`config.mk`:
```
export PLATFORM = sky130hd
export DESIGN_NAME = goto_rep_monitor
export DESIGN_NICKNAME = d
export VERILOG_FILES = /design/src/rtl/goto_rep_monitor.sv
export SDC_FILE = /design/constraint.sdc
export NUM_CORES = 1
export LEC_CHECK = 0
export BUFFER_PORTS_ARGS = -buffer_cell sky130_fd_sc_hd__buf_2
export CORE_MARGIN = 5
export CORE_UTILIZATION = 33
export DETAILED_ROUTE_END_ITERATION = 6
export GPL_ROUTABILITY_DRIVEN = 1
export HOLD_SLACK_MARGIN = 0.05
export SLEW_MARGIN = 30
export SYNTH_ARGS = -nofsm -noshare
export SYNTH_HDL_FRONTEND = slang
export SYNTH_SLANG_ARGS = --single-unit
```
`constraint.sdc`:
```
create_clock -name clk -period 1.7 [get_ports clk]
set_input_delay 0 -clock clk [delete_from_list [all_inputs] [get_ports clk]]
set_output_delay 0 -clock clk [all_outputs]
set_load 0.1 [all_outputs]
```
`src/rtl/goto_rep_monitor.sv`:
```
// Single-thread monitor for "trig_i |-> evt_i[->N_HITS] (##1 done_i)" with registered
// pass/fail pulses and saturating pass/fail/drop statistics.
module goto_rep_monitor #(
  parameter int unsigned N_HITS   = 3,
  parameter int unsigned MAX_WAIT = 16,
  parameter int unsigned CNT_W    = 8
) (
  input  logic                         clk,
  input  logic                         rst_n,
  input  logic                         trig_i,
  input  logic                         evt_i,
  input  logic                         done_i,
  input  logic                         chk_c_en_i,
  output logic                         busy_o,
  output logic [$clog2(N_HITS+1)-1:0]  hit_cnt_o,
  output logic                         pass_o,
  output logic                         fail_o,
  output logic [CNT_W-1:0]             pass_cnt_o,
  output logic [CNT_W-1:0]             fail_cnt_o,
  output logic [CNT_W-1:0]             drop_cnt_o
);

  localparam int unsigned HIT_W  = $clog2(N_HITS + 1);
  localparam int unsigned WAIT_W = $clog2(MAX_WAIT + 1);

  typedef enum logic [1:0] {
    IDLE   = 2'd0,
    COUNT  = 2'd1,
    WAIT_C = 2'd2
  } state_t;

  state_t              state;
  logic                chk_c;
  logic [WAIT_W-1:0]   wait_cnt;
  logic [WAIT_W-1:0]   wait_nxt;
  logic                last_hit;

  assign wait_nxt = wait_cnt + WAIT_W'(1);
  assign last_hit = evt_i && (hit_cnt_o == HIT_W'(N_HITS - 1));

  function automatic logic [CNT_W-1:0] sat_inc(input logic [CNT_W-1:0] v);
    return (&v) ? v : v + CNT_W'(1);
  endfunction

  // Attempt FSM; the deciding edge registers the pulse and returns to IDLE together.
  always_ff @(posedge clk) begin
    if (!rst_n) begin
      state      <= IDLE;
      chk_c      <= 1'b0;
      wait_cnt   <= '0;
      busy_o     <= 1'b0;
      hit_cnt_o  <= '0;
      pass_o     <= 1'b0;
      fail_o     <= 1'b0;
      pass_cnt_o <= '0;
      fail_cnt_o <= '0;
      drop_cnt_o <= '0;
    end else begin
      pass_o <= 1'b0;
      fail_o <= 1'b0;
      if (state != IDLE && trig_i) begin
        drop_cnt_o <= sat_inc(drop_cnt_o);
      end
      case (state)
        IDLE: begin
          hit_cnt_o <= '0;
          busy_o    <= 1'b0;
          if (trig_i) begin
            chk_c     <= chk_c_en_i;
            wait_cnt  <= '0;
            hit_cnt_o <= HIT_W'(evt_i);
            if (evt_i && N_HITS == 1) begin
              if (chk_c_en_i) begin
                state  <= WAIT_C;
                busy_o <= 1'b1;
              end else begin
                pass_o     <= 1'b1;
                pass_cnt_o <= sat_inc(pass_cnt_o);
              end
            end else begin
              state  <= COUNT;
              busy_o <= 1'b1;
            end
          end
        end
        COUNT: begin
          wait_cnt <= wait_nxt;
          if (evt_i) begin
            hit_cnt_o <= hit_cnt_o + HIT_W'(1);
          end
          if (last_hit) begin
            if (chk_c) begin
              state <= WAIT_C;
            end else begin
              state      <= IDLE;
              busy_o     <= 1'b0;
              pass_o     <= 1'b1;
              pass_cnt_o <= sat_inc(pass_cnt_o);
            end
          end else if (wait_nxt >= WAIT_W'(MAX_WAIT - 1)) begin
            state      <= IDLE;
            busy_o     <= 1'b0;
            fail_o     <= 1'b1;
            fail_cnt_o <= sat_inc(fail_cnt_o);
          end
        end
        WAIT_C: begin
          state  <= IDLE;
          busy_o <= 1'b0;
          if (done_i) begin
            pass_o     <= 1'b1;
            pass_cnt_o <= sat_inc(pass_cnt_o);
          end else begin
            fail_o     <= 1'b1;
            fail_cnt_o <= sat_inc(fail_cnt_o);
          end
        end
        default: begin
          state  <= IDLE;
          busy_o <= 1'b0;
        end
      endcase
    end
  end

endmodule
```
After elaboration in Yosys (flattened, before gate mapping)
Index checks and enable logic that the tools add are counted.
{"block": "totals", "regBits": 37, "input_bits": 6, "out_inout_bits": 29, "word_cells": 80}
{"block": "op_classes", "n_addsub": 5, "n_lt_le_gt_ge": 1, "n_eq_ne": 13, "n_mux": 33, "bitwise": 1, "n_reduce_logical": 17}
{"operator": "$mux W8", "count": 8}
{"operator": "$pmux W8 S2", "count": 2}
{"operator": "$add A8 B1 Y8 const B", "count": 3}
{"operator": "$reduce_and A8 Y1", "count": 3}
{"operator": "$ne A2 B2 Y1 const B", "count": 8}
{"operator": "$reduce_and A2 Y1", "count": 6}
{"operator": "$mux W1", "count": 11}
{"operator": "$mux W2", "count": 5}
{"operator": "$pmux W5 S2", "count": 1}
{"operator": "$pmux W2 S2", "count": 2}
{"operator": "$reduce_and A4 Y1", "count": 2}
{"operator": "$ne A3 B3 Y1 const B", "count": 2}
{"operator": "$pmux W1 S2", "count": 3}
{"operator": "$reduce_bool A2 Y1", "count": 3}
{"operator": "$add A5 B1 Y5 const B", "count": 1}
{"operator": "$ge A5 B4 Y1 const B", "count": 1}
{"operator": "$mux W5", "count": 1}
{"operator": "$eq A2 B2 Y1 const B", "count": 2}
{"operator": "$add A2 B1 Y2 const B", "count": 1}
{"operator": "$eq A2 B1 Y1 const B", "count": 1}
{"operator": "$logic_and A1 B1 Y1", "count": 2}
{"operator": "$logic_not A2 Y1", "count": 1}
{"operator": "$not A1 Y1", "count": 1}

Depth between registers and ports, before layout
Gate-level depths: netlist (run 1).
{"block": "logic_depth", "word_depth": 5, "mapped_depth": 8, "mapped_depth_nobuf": 7}

Least setup slack after synthesis (run 1)
No wires, ideal clock.
{"block": "synth_path", "kind": "register -> register", "from": "register hit_cnt_o[0]", "to": "register fail_cnt_o[5]", "setup_ps": 71, "arrival_ps": 2424, "t_required_ps": 1629, "slack_ps": -795, "stages_incl_launch_ff": 8, "n_path_buf": 0, "period_less_slack_ps": 2495, "cell_sequence": "dfxtp_1 > inv_1 > ha_1 > nand3_1 > o2111a_1 > nand4_1 > or4_1 > a21oi_1"}
{"block": "synth_via", "elab_chain_cells": 4}
{"item": "start: declaration", "line_no": "15", "source": "output logic [$clog2(N_HITS+1)-1:0] hit_cnt_o,"}
{"item": "start signal: assignment", "line_no": "71", "source": "hit_cnt_o <= HIT_W'(evt_i);"}
{"item": "start signal: assignment", "line_no": "89", "source": "hit_cnt_o <= hit_cnt_o + HIT_W'(1);"}
{"item": "$eq A2 B2 Y1", "line_no": "39", "source": "assign last_hit = evt_i && (hit_cnt_o == HIT_W'(N_HITS - 1));"}
{"item": "$logic_and A1 B1 Y1", "line_no": "39"}
{"item": "$ne A2 B2 Y1 (no source line)"}
{"item": "$reduce_and A4 Y1 (no source line)"}
{"item": "end signal: assignment", "line_no": "104", "source": "fail_cnt_o <= sat_inc(fail_cnt_o);"}
{"item": "end signal: assignment", "line_no": "115", "source": "fail_cnt_o <= sat_inc(fail_cnt_o);"}
{"item": "end: declaration", "line_no": "19", "source": "output logic [CNT_W-1:0] fail_cnt_o,"}
No other way between the ends.
A chain may end at the register's enable or synchronous reset.

Worst setup path after layout (run 1)
{"block": "layout_path", "from": "register wait_cnt[1]", "to": "register fail_cnt_o[7]"}
{"block": "layout_via", "elab_chain_cells": 4}
{"item": "start: declaration", "line_no": "34", "source": "logic [WAIT_W-1:0] wait_cnt;"}
{"item": "start signal: assignment", "line_no": "87", "source": "wait_cnt <= wait_nxt;"}
{"item": "$add A5 B1 Y5", "line_no": "38", "source": "assign wait_nxt = wait_cnt + WAIT_W'(1);"}
{"item": "$ge A5 B4 Y1", "line_no": "100", "source": "end else if (wait_nxt >= WAIT_W'(MAX_WAIT - 1)) begin"}
{"item": "$ne A2 B2 Y1 (no source line)"}
{"item": "$reduce_and A4 Y1 (no source line)"}
No other way between the ends.

==> impl_metrics.xml, run 1 <==
<?xml version="1.0" encoding="UTF-8"?>
<metrics>
  <group name="min_path">
    <metric name="worstHoldEndpoint" unit="">chk_c$_SDFFE_PN0P_</metric>
    <metric name="hold_class" unit="">in2reg</metric>
    <metric name="hold_wc_startpoint" unit="">trig_i</metric>
    <metric name="worst_hold_path.num_cells" unit="">3</metric>
  </group>
  <group name="global_route">
    <metric name="grt_max_degree" unit="">17</metric>
    <metric name="globalRouteTotalUtil" unit="">0.132</metric>
    <metric name="antenna_found_initial" unit="">0</metric>
    <metric name="global_route_wire_length_before_repair" unit="mm">7.89</metric>
    <metric name="grt_overflow_total" unit="">0</metric>
    <metric name="first_global_vias" unit="">1737</metric>
  </group>
  <group name="cts">
    <metric name="clock_tree.buffer_depth" unit="">2</metric>
    <metric name="cts.root.buffer_cell" unit="">clkbuf_8</metric>
    <metric name="cts_tree" unit="">yes</metric>
    <metric name="cts_buffers" unit="">5</metric>
    <metric name="clk_slew_on_worst_s_h_paths" unit="ns">0.07</metric>
    <metric name="insertion_delay_to_the_later_sink_of_the_worst_skew_pair" unit="ns">0.29</metric>
    <metric name="htreeDepth" unit="">2</metric>
    <metric name="clock_sink_count" unit="">37</metric>
  </group>
  <group name="critical_path">
    <metric name="rr_worst_depth" unit="">6</metric>
    <metric name="element_type_at_the_critical_path_start" unit="">flip-flop</metric>
    <metric name="worstPathMaxFanout" unit="">5</metric>
    <metric name="arrival_time_reported_for_the_critical_path_endpoint" unit="ns">1.98</metric>
    <metric name="worstSetupEndpointType" unit="">flip-flop</metric>
    <metric name="timing.critical_path.required" unit="ns">1.91</metric>
    <metric name="crit_type" unit="">reg2reg</metric>
    <metric name="rr_endpoint" unit="">fail_cnt_o[7]$_SDFFE_PN0P_</metric>
    <metric name="crit-reg2reg-launch" unit="">wait_cnt[1]$_SDFFE_PN0P_</metric>
    <metric name="timing.reg2reg.setup_slack" unit="ns">-0.07</metric>
  </group>
  <group name="synthesis">
    <metric name="post_synth_edffs" unit="">0</metric>
    <metric name="multiplexer_share_of_the_synthesized_area" unit="">0.0325</metric>
    <metric name="synth_seq_area_share" unit="">0.401</metric>
    <metric name="ys_async_sr_fraction" unit="">0</metric>
    <metric name="synth_top_family_by_area" unit="">simple AND/OR/NAND/NOR gates</metric>
    <metric name="synthSimpleGateAreaFrac" unit="">0.238</metric>
    <metric name="postSynthNetCount" unit="">237</metric>
    <metric name="yosys_register_bits" unit="">37</metric>
    <metric name="synth_compound_gate_area_share" unit="">0.184</metric>
    <metric name="synth.distinct_cells" unit="">36</metric>
    <metric name="ys_warn_count" unit="">0</metric>
    <metric name="yosys_most_used_dff" unit="">dfxtp_1</metric>
    <metric name="synthXorXnorAreaFrac" unit="">0.0427</metric>
    <metric name="netlist_instances" unit="">222</metric>
    <metric name="synth.cell_area" unit="um2">1850</metric>
    <metric name="synthesis.area_per_instance" unit="um2">8.32</metric>
    <metric name="synth_fa_ha_area_frac" unit="">0.0610</metric>
  </group>
  <group name="route">
    <metric name="drtAntennaViolNets" unit="">0</metric>
    <metric name="dr_total_vias" unit="">1844</metric>
    <metric name="drt-wirelength-per-cell" unit="um">12.7</metric>
    <metric name="remaining_drc_errors" unit="">0</metric>
    <metric name="routed_wirelength" unit="mm">4.63</metric>
    <metric name="routed_via_density" unit="">5.05</metric>
    <metric name="first_iter_violations" unit="">75</metric>
    <metric name="drt_first_pass_iters" unit="">4</metric>
  </group>
  <group name="timing">
    <metric name="fin_ws" unit="ns">-0.0719</metric>
    <metric name="maxSlewViolCount" unit="">0</metric>
    <metric name="setup_viol_count_final" unit="">7</metric>
    <metric name="finalCritPeriodShare" unit="">1.04</metric>
    <metric name="rsz_0062_raised_after_global_routing" unit="">yes</metric>
    <metric name="fin_skew" unit="ns">0.00973</metric>
    <metric name="actual_slew_at_the_worst_max_slew_pin" unit="ns">0.502</metric>
    <metric name="post-route-min-period" unit="ns">1.77</metric>
    <metric name="timing.slew.headroom" unit="">0.665</metric>
    <metric name="achievable-frequency" unit="GHz">0.564</metric>
    <metric name="hold_violations" unit="">0</metric>
  </group>
  <group name="power_and_ir_drop">
    <metric name="intPower" unit="W">0.00152</metric>
    <metric name="power.share.clock" unit="">0.372</metric>
    <metric name="power.share.switching" unit="">0.289</metric>
    <metric name="total_leakage_power" unit="nW">1.09</metric>
    <metric name="vdd_drop_max" unit="V">0.000368</metric>
    <metric name="seq_power_share" unit="">0.420</metric>
    <metric name="power.total" unit="W">0.00214</metric>
    <metric name="power.density_cell_area" unit="nW/um2">759</metric>
    <metric name="switching_power" unit="W">0.000618</metric>
    <metric name="comb_power_share" unit="">0.208</metric>
  </group>
  <group name="floorplanning">
    <metric name="rows" unit="">27</metric>
    <metric name="starting_utilization_of_the_core_area" unit="">0.337</metric>
    <metric name="io_pins" unit="">35</metric>
    <metric name="chipHeight" unit="um">84.8</metric>
    <metric name="die_wd" unit="um">84.8</metric>
    <metric name="fp.coreArea" unit="um2">5470</metric>
    <metric name="die_area" unit="um2">7190</metric>
  </group>
  <group name="cells_and_area">
    <metric name="commonest_non_fill_non_tap_cell_in_the_layout" unit="">buf_2</metric>
    <metric name="finalNetCount" unit="">307</metric>
    <metric name="layout_common_cells" unit="">buf_2 (34), buf_4 (30), nor2_1 (23)</metric>
    <metric name="fillCellCount" unit="">515</metric>
    <metric name="multiInputGateArea" unit="um2">1270</metric>
    <metric name="layout-drive-gt1-share" unit="">0.485</metric>
    <metric name="n_antenna_cell" unit="">0</metric>
    <metric name="sequential_cell_area" unit="um2">828</metric>
    <metric name="layoutNonFillerInstCount" unit="">365</metric>
    <metric name="area_growth" unit="%">52.6</metric>
  </group>
  <group name="run_status">
    <metric name="outcome" unit="">finished, violations left</metric>
    <metric name="failed_checks" unit="">negative setup slack</metric>
  </group>
  <group name="placed_design">
    <metric name="place.gp.congestion" unit="">0.760</metric>
    <metric name="placement.setup.worst_slack" unit="ns">-0.188</metric>
    <metric name="placed_cells" unit="">349</metric>
    <metric name="io_buffers" unit="">34</metric>
    <metric name="place_hpwl" unit="mm">3.28</metric>
  </group>
  <group name="run">
    <metric name="maxCapViolations" unit="">0</metric>
  </group>
</metrics>
layout make-up:
type	instances	share of cell area
inverter	10	0.0142
clock buffer	6	0.0293
timing repair buffer	71	0.167
multi-input combinational	167	0.450
clock inverter	2	0.0133
sequential	37	0.294
tap	72	0.0320
critical path, stage by stage, from the launching register on:
cell     delay [ns]
dfxtp_4        0.39
ha_4           0.17
xor2_2         0.15
o21ai_2        0.08
o211a_1        0.29
or4_1          0.48
a21oi_1        0.14
Yosys cell counts (3+ instances only):
cell / number / area (um2)
nand2_1: 20 / 75.1
xor2_1: 5 / 43.8
a21oi_1: 18 / 90.1
nand3_1: 16 / 80.1
or3_1: 7 / 43.8
o21ai_0: 12 / 60.1
nor2_1: 24 / 90.1
clkbuf_1: 3 / 11.3
buf_1: 3 / 11.3
dfxtp_1: 37 / 741
inv_1: 10 / 37.5
nand2b_1: 7 / 43.8
xnor2_1: 4 / 35.0
or4_1: 3 / 22.5
mux2i_1: 6 / 60.1
o31ai_1: 7 / 52.6
o211ai_1: 4 / 30.0
ha_1: 9 / 113
nand4_1: 5 / 31.3
worst max-delay path by stage:
stage / startpoint / end / cells after the start
global placement: wait_cnt[0]$_SDFFE_PN0P_ / fail_cnt_o[7]$_SDFFE_PN0P_ / 7
global route: wait_cnt[1]$_SDFFE_PN0P_ / fail_cnt_o[7]$_SDFFE_PN0P_ / 6
finish: wait_cnt[1]$_SDFFE_PN0P_ / fail_cnt_o[7]$_SDFFE_PN0P_ / 6
floorplan: hit_cnt_o[0]$_SDFFE_PN0P_ / fail_cnt_o[5]$_SDFFE_PN0P_ / 7
detailed placement: wait_cnt[0]$_SDFFE_PN0P_ / fail_cnt_o[7]$_SDFFE_PN0P_ / 7
CTS: wait_cnt[1]$_SDFFE_PN0P_ / fail_cnt_o[7]$_SDFFE_PN0P_ / 6
flip-flops by register name, summed over array words and instances, names as in the netlist:
register	count
wait_cnt	5
pass_o	1
busy_o	1
fail_cnt_o	8
chk_c	1
state	2
fail_o	1
drop_cnt_o	8
hit_cnt_o	2
pass_cnt_o	8
per-layer routing:
metal	track usage	share of wire
met1	0.162	0.44
met2	0.222	0.49
met3	0.0379	0.054
met4	0.0432	0.017
met5	0	0
repair_timing:
| item | 4_1_cts | 5_1_grt |
|---|---|---|
| hold buffers | 2 | 0 |
| cloned | 0 | 0 |
| gates resized for setup | 19 | 30 |
| setup buffers | 2 | 4 |
| endpoints found under the hold margin | 2 | 0 |
| pin swaps | 8 | 14 |
| setup endpoints to repair | 14 | 16 |
cell families (layout without fill, tap and decap cells):
group                      after synthesis  after routing
buffers and inverters                   18             89
muxes                                    6              6
and+or+nand+nor                         90             90
AOI/OAI and AO/OA                       53             53
adders and majority gates                9              9
DFF                                     37             37
xor gates and xnor gates                 9              9
power by group through the flow:
stage / combinational [W] / sequential, W / clock (W)
CTS: 0.000404 / 0.000893 / 0.000817
global route: 0.000480 / 0.000904 / 0.000852
global placement: 0.000375 / 0.000913 / 0
floorplan: 0.000152 / 0.00103 / 0
detailed placement: 0.000380 / 0.000913 / 0
finish: 0.000445 / 0.000898 / 0.000795
per-stage QoR:
stage / hold slack (ns) / util / TNS [ns] / area, um2
floorplan: 0.143 / - / -0.445 / 1980
global placement: 0.259 / 0.440 / -0.652 / 2410
detailed placement: 0.270 / 0.440 / -1.15 / 2410
CTS: 0.0588 / 0.482 / -0.178 / 2640
global route: 0.0778 / 0.515 / -0.888 / 2820
finish: 0.0676 / 0.515 / -0.271 / 2820
Power figures use the tool's default switching activity.
==> run 2: changes to the inputs <==
--- a/config.mk
+++ b/config.mk
@@ -11,6 +11,7 @@
 export DETAILED_ROUTE_END_ITERATION = 6
 export GPL_ROUTABILITY_DRIVEN = 1
 export HOLD_SLACK_MARGIN = 0.05
+export SKIP_LAST_GASP = 1
 export SLEW_MARGIN = 30
 export SYNTH_ARGS = -nofsm -noshare
 export SYNTH_HDL_FRONTEND = slang
==> run 2 against run 1 <==
Against the previous run:
- clock power hardly changed
- the run still ends with negative setup slack left
- power hardly changed
- register-to-register slack is essentially flat
- largest power group unchanged
- sequential power hardly changed
- global-route usage hardly changed
- hold slack got worse by 0.0017 ns
- maximum frequency is 0.16% lower
- highest routed layer unchanged
- design area down 0.44%
==> impl_metrics.xml, run 2 (same netlist as run 1, synthesis figures left out) <==
<?xml version="1.0" encoding="UTF-8"?>
<metrics>
  <group name="timing">
    <metric name="rsz_0062_raised_after_global_routing" unit="">yes</metric>
    <metric name="holdWs" unit="ns">0.0658</metric>
    <metric name="fin_ws" unit="ns">-0.0748</metric>
    <metric name="fin_skew" unit="ns">0.00919</metric>
    <metric name="post-route-min-period" unit="ns">1.77</metric>
    <metric name="finalCritPeriodShare" unit="">1.04</metric>
    <metric name="maxSlewViolCount" unit="">0</metric>
    <metric name="actual_slew_at_the_worst_max_slew_pin" unit="ns">0.496</metric>
    <metric name="timing.slew.headroom" unit="">0.669</metric>
    <metric name="hold_violations" unit="">0</metric>
    <metric name="setup_viol_count_final" unit="">8</metric>
    <metric name="achievable-frequency" unit="GHz">0.563</metric>
  </group>
  <group name="cts">
    <metric name="cts.root.buffer_cell" unit="">clkbuf_8</metric>
    <metric name="clock_tree.buffer_depth" unit="">2</metric>
    <metric name="insertion_delay_to_the_later_sink_of_the_worst_skew_pair" unit="ns">0.29</metric>
    <metric name="cts_buffers" unit="">5</metric>
    <metric name="clock_sink_count" unit="">37</metric>
    <metric name="htreeDepth" unit="">2</metric>
    <metric name="clk_slew_on_worst_s_h_paths" unit="ns">0.07</metric>
    <metric name="cts_tree" unit="">yes</metric>
  </group>
  <group name="cells_and_area">
    <metric name="layout_common_cells" unit="">buf_2 (34), buf_4 (30), nor2_1 (23)</metric>
    <metric name="reg_top3" unit="">drop_cnt_o (8), fail_cnt_o (8), pass_cnt_o (8)</metric>
    <metric name="final_area" unit="um2">2810</metric>
    <metric name="n_antenna_cell" unit="">0</metric>
    <metric name="area_growth" unit="%">51.9</metric>
    <metric name="fillCellCount" unit="">517</metric>
    <metric name="layout-drive-gt1-share" unit="">0.478</metric>
    <metric name="commonest_non_fill_non_tap_cell_in_the_layout" unit="">buf_2</metric>
    <metric name="core_utilization_of_the_finished_layout" unit="">0.513</metric>
    <metric name="finalNetCount" unit="">307</metric>
  </group>
  <group name="floorplanning">
    <metric name="die_wd" unit="um">84.8</metric>
    <metric name="fp.coreArea" unit="um2">5470</metric>
    <metric name="rows" unit="">27</metric>
    <metric name="die_area" unit="um2">7190</metric>
    <metric name="starting_utilization_of_the_core_area" unit="">0.337</metric>
    <metric name="io_pins" unit="">35</metric>
    <metric name="chipHeight" unit="um">84.8</metric>
  </group>
  <group name="route">
    <metric name="routed_via_density" unit="">4.95</metric>
    <metric name="drtAntennaViolNets" unit="">0</metric>
    <metric name="drt_first_pass_iters" unit="">4</metric>
    <metric name="drt-wirelength-per-cell" unit="um">12.7</metric>
    <metric name="remaining_drc_errors" unit="">0</metric>
    <metric name="dr_total_vias" unit="">1808</metric>
    <metric name="routed_wirelength" unit="mm">4.64</metric>
    <metric name="first_iter_violations" unit="">79</metric>
  </group>
  <group name="global_route">
    <metric name="grt_max_degree" unit="">17</metric>
    <metric name="antenna_found_initial" unit="">0</metric>
    <metric name="grt_overflow_total" unit="">0</metric>
    <metric name="first_global_vias" unit="">1731</metric>
    <metric name="global_route_wire_length_before_repair" unit="mm">7.88</metric>
    <metric name="globalRouteTotalUtil" unit="">0.132</metric>
  </group>
  <group name="power_and_ir_drop">
    <metric name="seq_power_share" unit="">0.421</metric>
    <metric name="total_leakage_power" unit="nW">1.10</metric>
    <metric name="power.total" unit="W">0.00214</metric>
    <metric name="power.density_cell_area" unit="nW/um2">762</metric>
    <metric name="vdd_drop_max" unit="V">0.000369</metric>
    <metric name="comb_power_share" unit="">0.208</metric>
    <metric name="switching_power" unit="W">0.000617</metric>
    <metric name="power.share.switching" unit="">0.289</metric>
    <metric name="power.share.clock" unit="">0.372</metric>
    <metric name="intPower" unit="W">0.00152</metric>
  </group>
  <group name="critical_path">
    <metric name="worstSetupEndpointType" unit="">flip-flop</metric>
    <metric name="worstPathMaxFanout" unit="">5</metric>
    <metric name="element_type_at_the_critical_path_start" unit="">flip-flop</metric>
    <metric name="timing.critical_path.required" unit="ns">1.91</metric>
    <metric name="crit_type" unit="">reg2reg</metric>
    <metric name="arrival_time_reported_for_the_critical_path_endpoint" unit="ns">1.99</metric>
  </group>
  <group name="min_path">
    <metric name="hold_class" unit="">in2reg</metric>
  </group>
  <group name="placed_design">
    <metric name="detailed_place.area" unit="um2">2410</metric>
    <metric name="place.gp.congestion" unit="">0.760</metric>
    <metric name="io_buffers" unit="">34</metric>
    <metric name="place_hpwl" unit="mm">3.28</metric>
    <metric name="placement.setup.worst_slack" unit="ns">-0.188</metric>
  </group>
  <group name="run">
    <metric name="maxCapViolations" unit="">0</metric>
  </group>
  <group name="run_status">
    <metric name="failed_checks" unit="">negative setup slack</metric>
    <metric name="outcome" unit="">finished, violations left</metric>
  </group>
</metrics>
==> run 2: final cells by class <==
cell class                      count  area [um2]  share of cell area
Multi-Input combinational cell    167        1250               0.447
Sequential cell                    37         828               0.295
Timing Repair Buffer               71         472               0.168
Tap cell                           72        90.1              0.0321
Clock buffer                        6        82.6              0.0294
Inverter                           10        40.0              0.0143
Clock inverter                      2        37.5              0.0134
==> run 2: worst paths after layout <==
check | from | end | slack (ns) | depth (start not counted)
max | wait_cnt[1]$_SDFFE_PN0P_ | fail_cnt_o[7]$_SDFFE_PN0P_ | -0.07 | 6
min | trig_i | busy_o$_SDFFE_PN0P_ | 0.07 | 3
max reg2reg | wait_cnt[1]$_SDFFE_PN0P_ | fail_cnt_o[7]$_SDFFE_PN0P_ | -0.07 | 6
min reg2reg | busy_o$_SDFFE_PN0P_ | busy_o$_SDFFE_PN0P_ | 0.47 | 2
==> run 2: layer usage <==
metal / global-route usage / vias up / share of wire / wire length [um]
met2: 0.221 / 34 / 0.48 / 2250
met3: 0.0379 / 6 / 0.050 / 233
met4: 0.0432 / 0 / 0.013 / 59
met5: 0 / - / 0 / 0
li1: - / 937 / - / -
met1: 0.162 / 831 / 0.45 / 2100
==> run 2: power groups by stage <==
stage | registers, W | logic (W) | clock network, W
finish | 0.000898 | 0.000444 | 0.000794
global route | 0.000904 | 0.000479 | 0.000852
CTS | 0.000893 | 0.000402 | 0.000817
detailed placement | 0.000913 | 0.000380 | 0
global placement | 0.000913 | 0.000375 | 0
floorplan | 0.00103 | 0.000152 | 0
==> run 2: stage by stage <==
step	cells	setup TNS (ns)
2_1_floorplan	222	-0.445
3_3_place_gp	349	-0.652
3_5_place_dp	349	-1.15
4_1_cts	361	-0.197
5_1_grt	365	-0.958
6_report	365	-0.314
==> run 2: worst max-delay path, cell delays in order, from the launching register on <==
cell	delay, ns
dfxtp_4	0.39
ha_4	0.17
xor2_2	0.15
o21ai_2	0.09
o211a_1	0.29
or4_1	0.48
a21oi_1	0.14
==> run 2: timing repair <==
| action | in CTS | in global routing |
|---|---|---|
| pin swaps | 8 | 13 |
| endpoints found under the setup margin | 14 | 16 |
| hold buffers | 2 | 0 |
| endpoints found under the hold margin | 2 | 0 |
| gates resized for setup | 16 | 30 |
| setup buffers | 2 | 4 |
==> run 3: changes to the inputs <==
--- a/config.mk
+++ b/config.mk
@@ -5,10 +5,10 @@
 export SDC_FILE = /design/constraint.sdc
 export NUM_CORES = 1
 export LEC_CHECK = 0
-export BUFFER_PORTS_ARGS = -buffer_cell sky130_fd_sc_hd__buf_2
 export CORE_MARGIN = 5
 export CORE_UTILIZATION = 33
 export DETAILED_ROUTE_END_ITERATION = 6
+export DONT_BUFFER_PORTS = 1
 export GPL_ROUTABILITY_DRIVEN = 1
 export HOLD_SLACK_MARGIN = 0.05
 export SKIP_LAST_GASP = 1
==> run 3 against run 2 <==
Against the previous run:
- the run still ends with negative setup slack left
- register-to-register slack about the same
- sequential cell count unchanged
- final cell count increased by 2.2%
- sequential power decreased by 1%
- combinational power increased by 3%
- global-route usage increased by 1.2 points
- clock power decreased by 2.9%
- non-clock buffer count increased by 8
==> impl_metrics.xml, run 3 (same netlist as run 1, synthesis figures left out) <==
<?xml version="1.0" encoding="UTF-8"?>
<metrics>
  <group name="route">
    <metric name="first_iter_violations" unit="">85</metric>
    <metric name="routed_wirelength" unit="mm">5.11</metric>
    <metric name="dr_total_vias" unit="">1867</metric>
    <metric name="routed_via_density" unit="">5.01</metric>
    <metric name="drtAntennaViolNets" unit="">0</metric>
    <metric name="drt-wirelength-per-cell" unit="um">13.7</metric>
    <metric name="drt_first_pass_iters" unit="">4</metric>
    <metric name="remaining_drc_errors" unit="">0</metric>
  </group>
  <group name="cells_and_area">
    <metric name="n_antenna_cell" unit="">0</metric>
    <metric name="reg_top3" unit="">drop_cnt_o (8), fail_cnt_o (8), pass_cnt_o (8)</metric>
    <metric name="commonest_non_fill_non_tap_cell_in_the_layout" unit="">buf_4</metric>
    <metric name="area_growth" unit="%">61.0</metric>
    <metric name="layout-drive-gt1-share" unit="">0.432</metric>
    <metric name="finalNetCount" unit="">315</metric>
    <metric name="fillCellCount" unit="">491</metric>
    <metric name="multiInputGateArea" unit="um2">1240</metric>
    <metric name="sequential_cell_area" unit="um2">827</metric>
    <metric name="layout_common_cells" unit="">buf_4 (54), nor2_1 (23), nand2_1 (19), dfxtp_4 (19), dlygate4sd3_1 (19)</metric>
  </group>
  <group name="global_route">
    <metric name="grt_overflow_total" unit="">0</metric>
    <metric name="grt.busiest_layer" unit="">met2</metric>
    <metric name="grt_max_degree" unit="">18</metric>
    <metric name="antenna_found_initial" unit="">0</metric>
    <metric name="groute.layer.met3.usage" unit="">0.0612</metric>
    <metric name="globalRouteTotalUtil" unit="">0.144</metric>
    <metric name="met2_usage" unit="">0.250</metric>
    <metric name="global_route_wire_length_before_repair" unit="mm">8.42</metric>
    <metric name="first_global_vias" unit="">1869</metric>
    <metric name="gr-usage-met1" unit="">0.164</metric>
  </group>
  <group name="min_path">
    <metric name="hold_class" unit="">in2reg</metric>
  </group>
  <group name="cts">
    <metric name="insertion_delay_to_the_later_sink_of_the_worst_skew_pair" unit="ns">0.30</metric>
    <metric name="clock_sink_count" unit="">37</metric>
    <metric name="cts_buffers" unit="">5</metric>
    <metric name="clock_tree.buffer_depth" unit="">2</metric>
    <metric name="htreeDepth" unit="">2</metric>
    <metric name="cts_tree" unit="">yes</metric>
    <metric name="cts.root.buffer_cell" unit="">clkbuf_8</metric>
    <metric name="clk_slew_on_worst_s_h_paths" unit="ns">0.08</metric>
  </group>
  <group name="timing">
    <metric name="timing.slew.headroom" unit="">0.601</metric>
    <metric name="fin_skew" unit="ns">0.0138</metric>
    <metric name="maxSlewViolCount" unit="">0</metric>
    <metric name="fin_ws" unit="ns">-0.0854</metric>
    <metric name="hold_violations" unit="">0</metric>
    <metric name="post-route-min-period" unit="ns">1.79</metric>
    <metric name="setup_viol_count_final" unit="">7</metric>
    <metric name="rsz_0062_raised_after_global_routing" unit="">yes</metric>
    <metric name="achievable-frequency" unit="GHz">0.560</metric>
    <metric name="finalCritPeriodShare" unit="">1.05</metric>
    <metric name="actual_slew_at_the_worst_max_slew_pin" unit="ns">0.598</metric>
  </group>
  <group name="power_and_ir_drop">
    <metric name="vdd_drop_max" unit="V">0.000373</metric>
    <metric name="power.density_cell_area" unit="nW/um2">712</metric>
    <metric name="total_leakage_power" unit="nW">1.10</metric>
    <metric name="power.total" unit="W">0.00212</metric>
  </group>
  <group name="placed_design">
    <metric name="place_hpwl" unit="mm">3.36</metric>
    <metric name="io_buffers" unit="">0</metric>
    <metric name="placement.setup.worst_slack" unit="ns">-0.183</metric>
    <metric name="place.gp.congestion" unit="">0.787</metric>
  </group>
  <group name="floorplanning">
    <metric name="rows" unit="">27</metric>
    <metric name="fp.coreArea" unit="um2">5470</metric>
    <metric name="chipHeight" unit="um">84.8</metric>
    <metric name="die_wd" unit="um">84.8</metric>
    <metric name="io_pins" unit="">35</metric>
    <metric name="die_area" unit="um2">7190</metric>
    <metric name="starting_utilization_of_the_core_area" unit="">0.337</metric>
  </group>
  <group name="critical_path">
    <metric name="arrival_time_reported_for_the_critical_path_endpoint" unit="ns">2.00</metric>
    <metric name="crit_type" unit="">reg2reg</metric>
    <metric name="timing.critical_path.required" unit="ns">1.91</metric>
    <metric name="worstSetupEndpointType" unit="">flip-flop</metric>
    <metric name="worstPathMaxFanout" unit="">4</metric>
    <metric name="element_type_at_the_critical_path_start" unit="">flip-flop</metric>
  </group>
  <group name="run">
    <metric name="maxCapViolations" unit="">0</metric>
  </group>
  <group name="run_status">
    <metric name="failed_checks" unit="">negative setup slack</metric>
    <metric name="outcome" unit="">finished, violations left</metric>
  </group>
</metrics>
==> run 3: layout make-up <==
cell class,instances,share of cell area
clock buffers,5,0.0231
clock inverters,3,0.0156
inverters,10,0.0135
multi-input cells,167,0.416
flip-flops and latches,37,0.278
well taps,72,0.0303
repair buffers,79,0.223
==> run 3: power by group <==
group          switching, W  internal, W
Combinational      0.000277     0.000180
Sequential        0.0000180     0.000870
Clock              0.000332     0.000439
Total              0.000627      0.00149
==> run 3: final timing paths <==
check                              from                    endpoint  slack (ns)  depth (start not counted)
hold / removal                   trig_i   hit_cnt_o[0]$_SDFFE_PN0P_        0.06                          4
setup reg to reg  state[0]$_SDFFE_PN0P_  fail_cnt_o[3]$_SDFFE_PN0P_       -0.09                          8
hold reg to reg      chk_c$_SDFFE_PN0P_          chk_c$_SDFFE_PN0P_        0.52                          2
setup / recovery  state[0]$_SDFFE_PN0P_  fail_cnt_o[3]$_SDFFE_PN0P_       -0.09                          8
==> run 3: metal layers <==
layer / share of wire / vias up
met5: 0 / -
li1: - / 951
met2: 0.51 / 35
met1: 0.42 / 874
met3: 0.062 / 7
met4: 0.0094 / 0
==> run 3: worst max-delay path: stages, from the launching register on <==
cell,delay [ns]
dfxtp_4,0.37
buf_6,0.12
ha_4,0.15
nand3_2,0.07
o2111a_1,0.22
nand4_1,0.15
buf_4,0.19
or3_4,0.32
a21oi_2,0.12
==> run 3: repair_timing <==
item | 4_1_cts | 5_1_grt
buffers inserted | 5 | 3
hold buffers | 18 | 1
hold endpoints to repair | 17 | 4
pin swaps | 10 | 8
resized for setup | 26 | 17
endpoints found under the setup margin | 11 | 22
==> run 3: per-stage QoR <==
step	utilization	instances	area (um2)	hold WS, ns	setup TNS (ns)
3_5_place_dp	0.442	339	2420	0.147	-1.21
2_1_floorplan	-	222	1980	0.143	-0.445
5_1_grt	0.543	373	2970	0.0962	-1.19
6_report	0.543	373	2970	0.0553	-0.340
4_1_cts	0.526	370	2880	-0.156	-0.185
3_3_place_gp	0.442	339	2420	0.143	-0.605
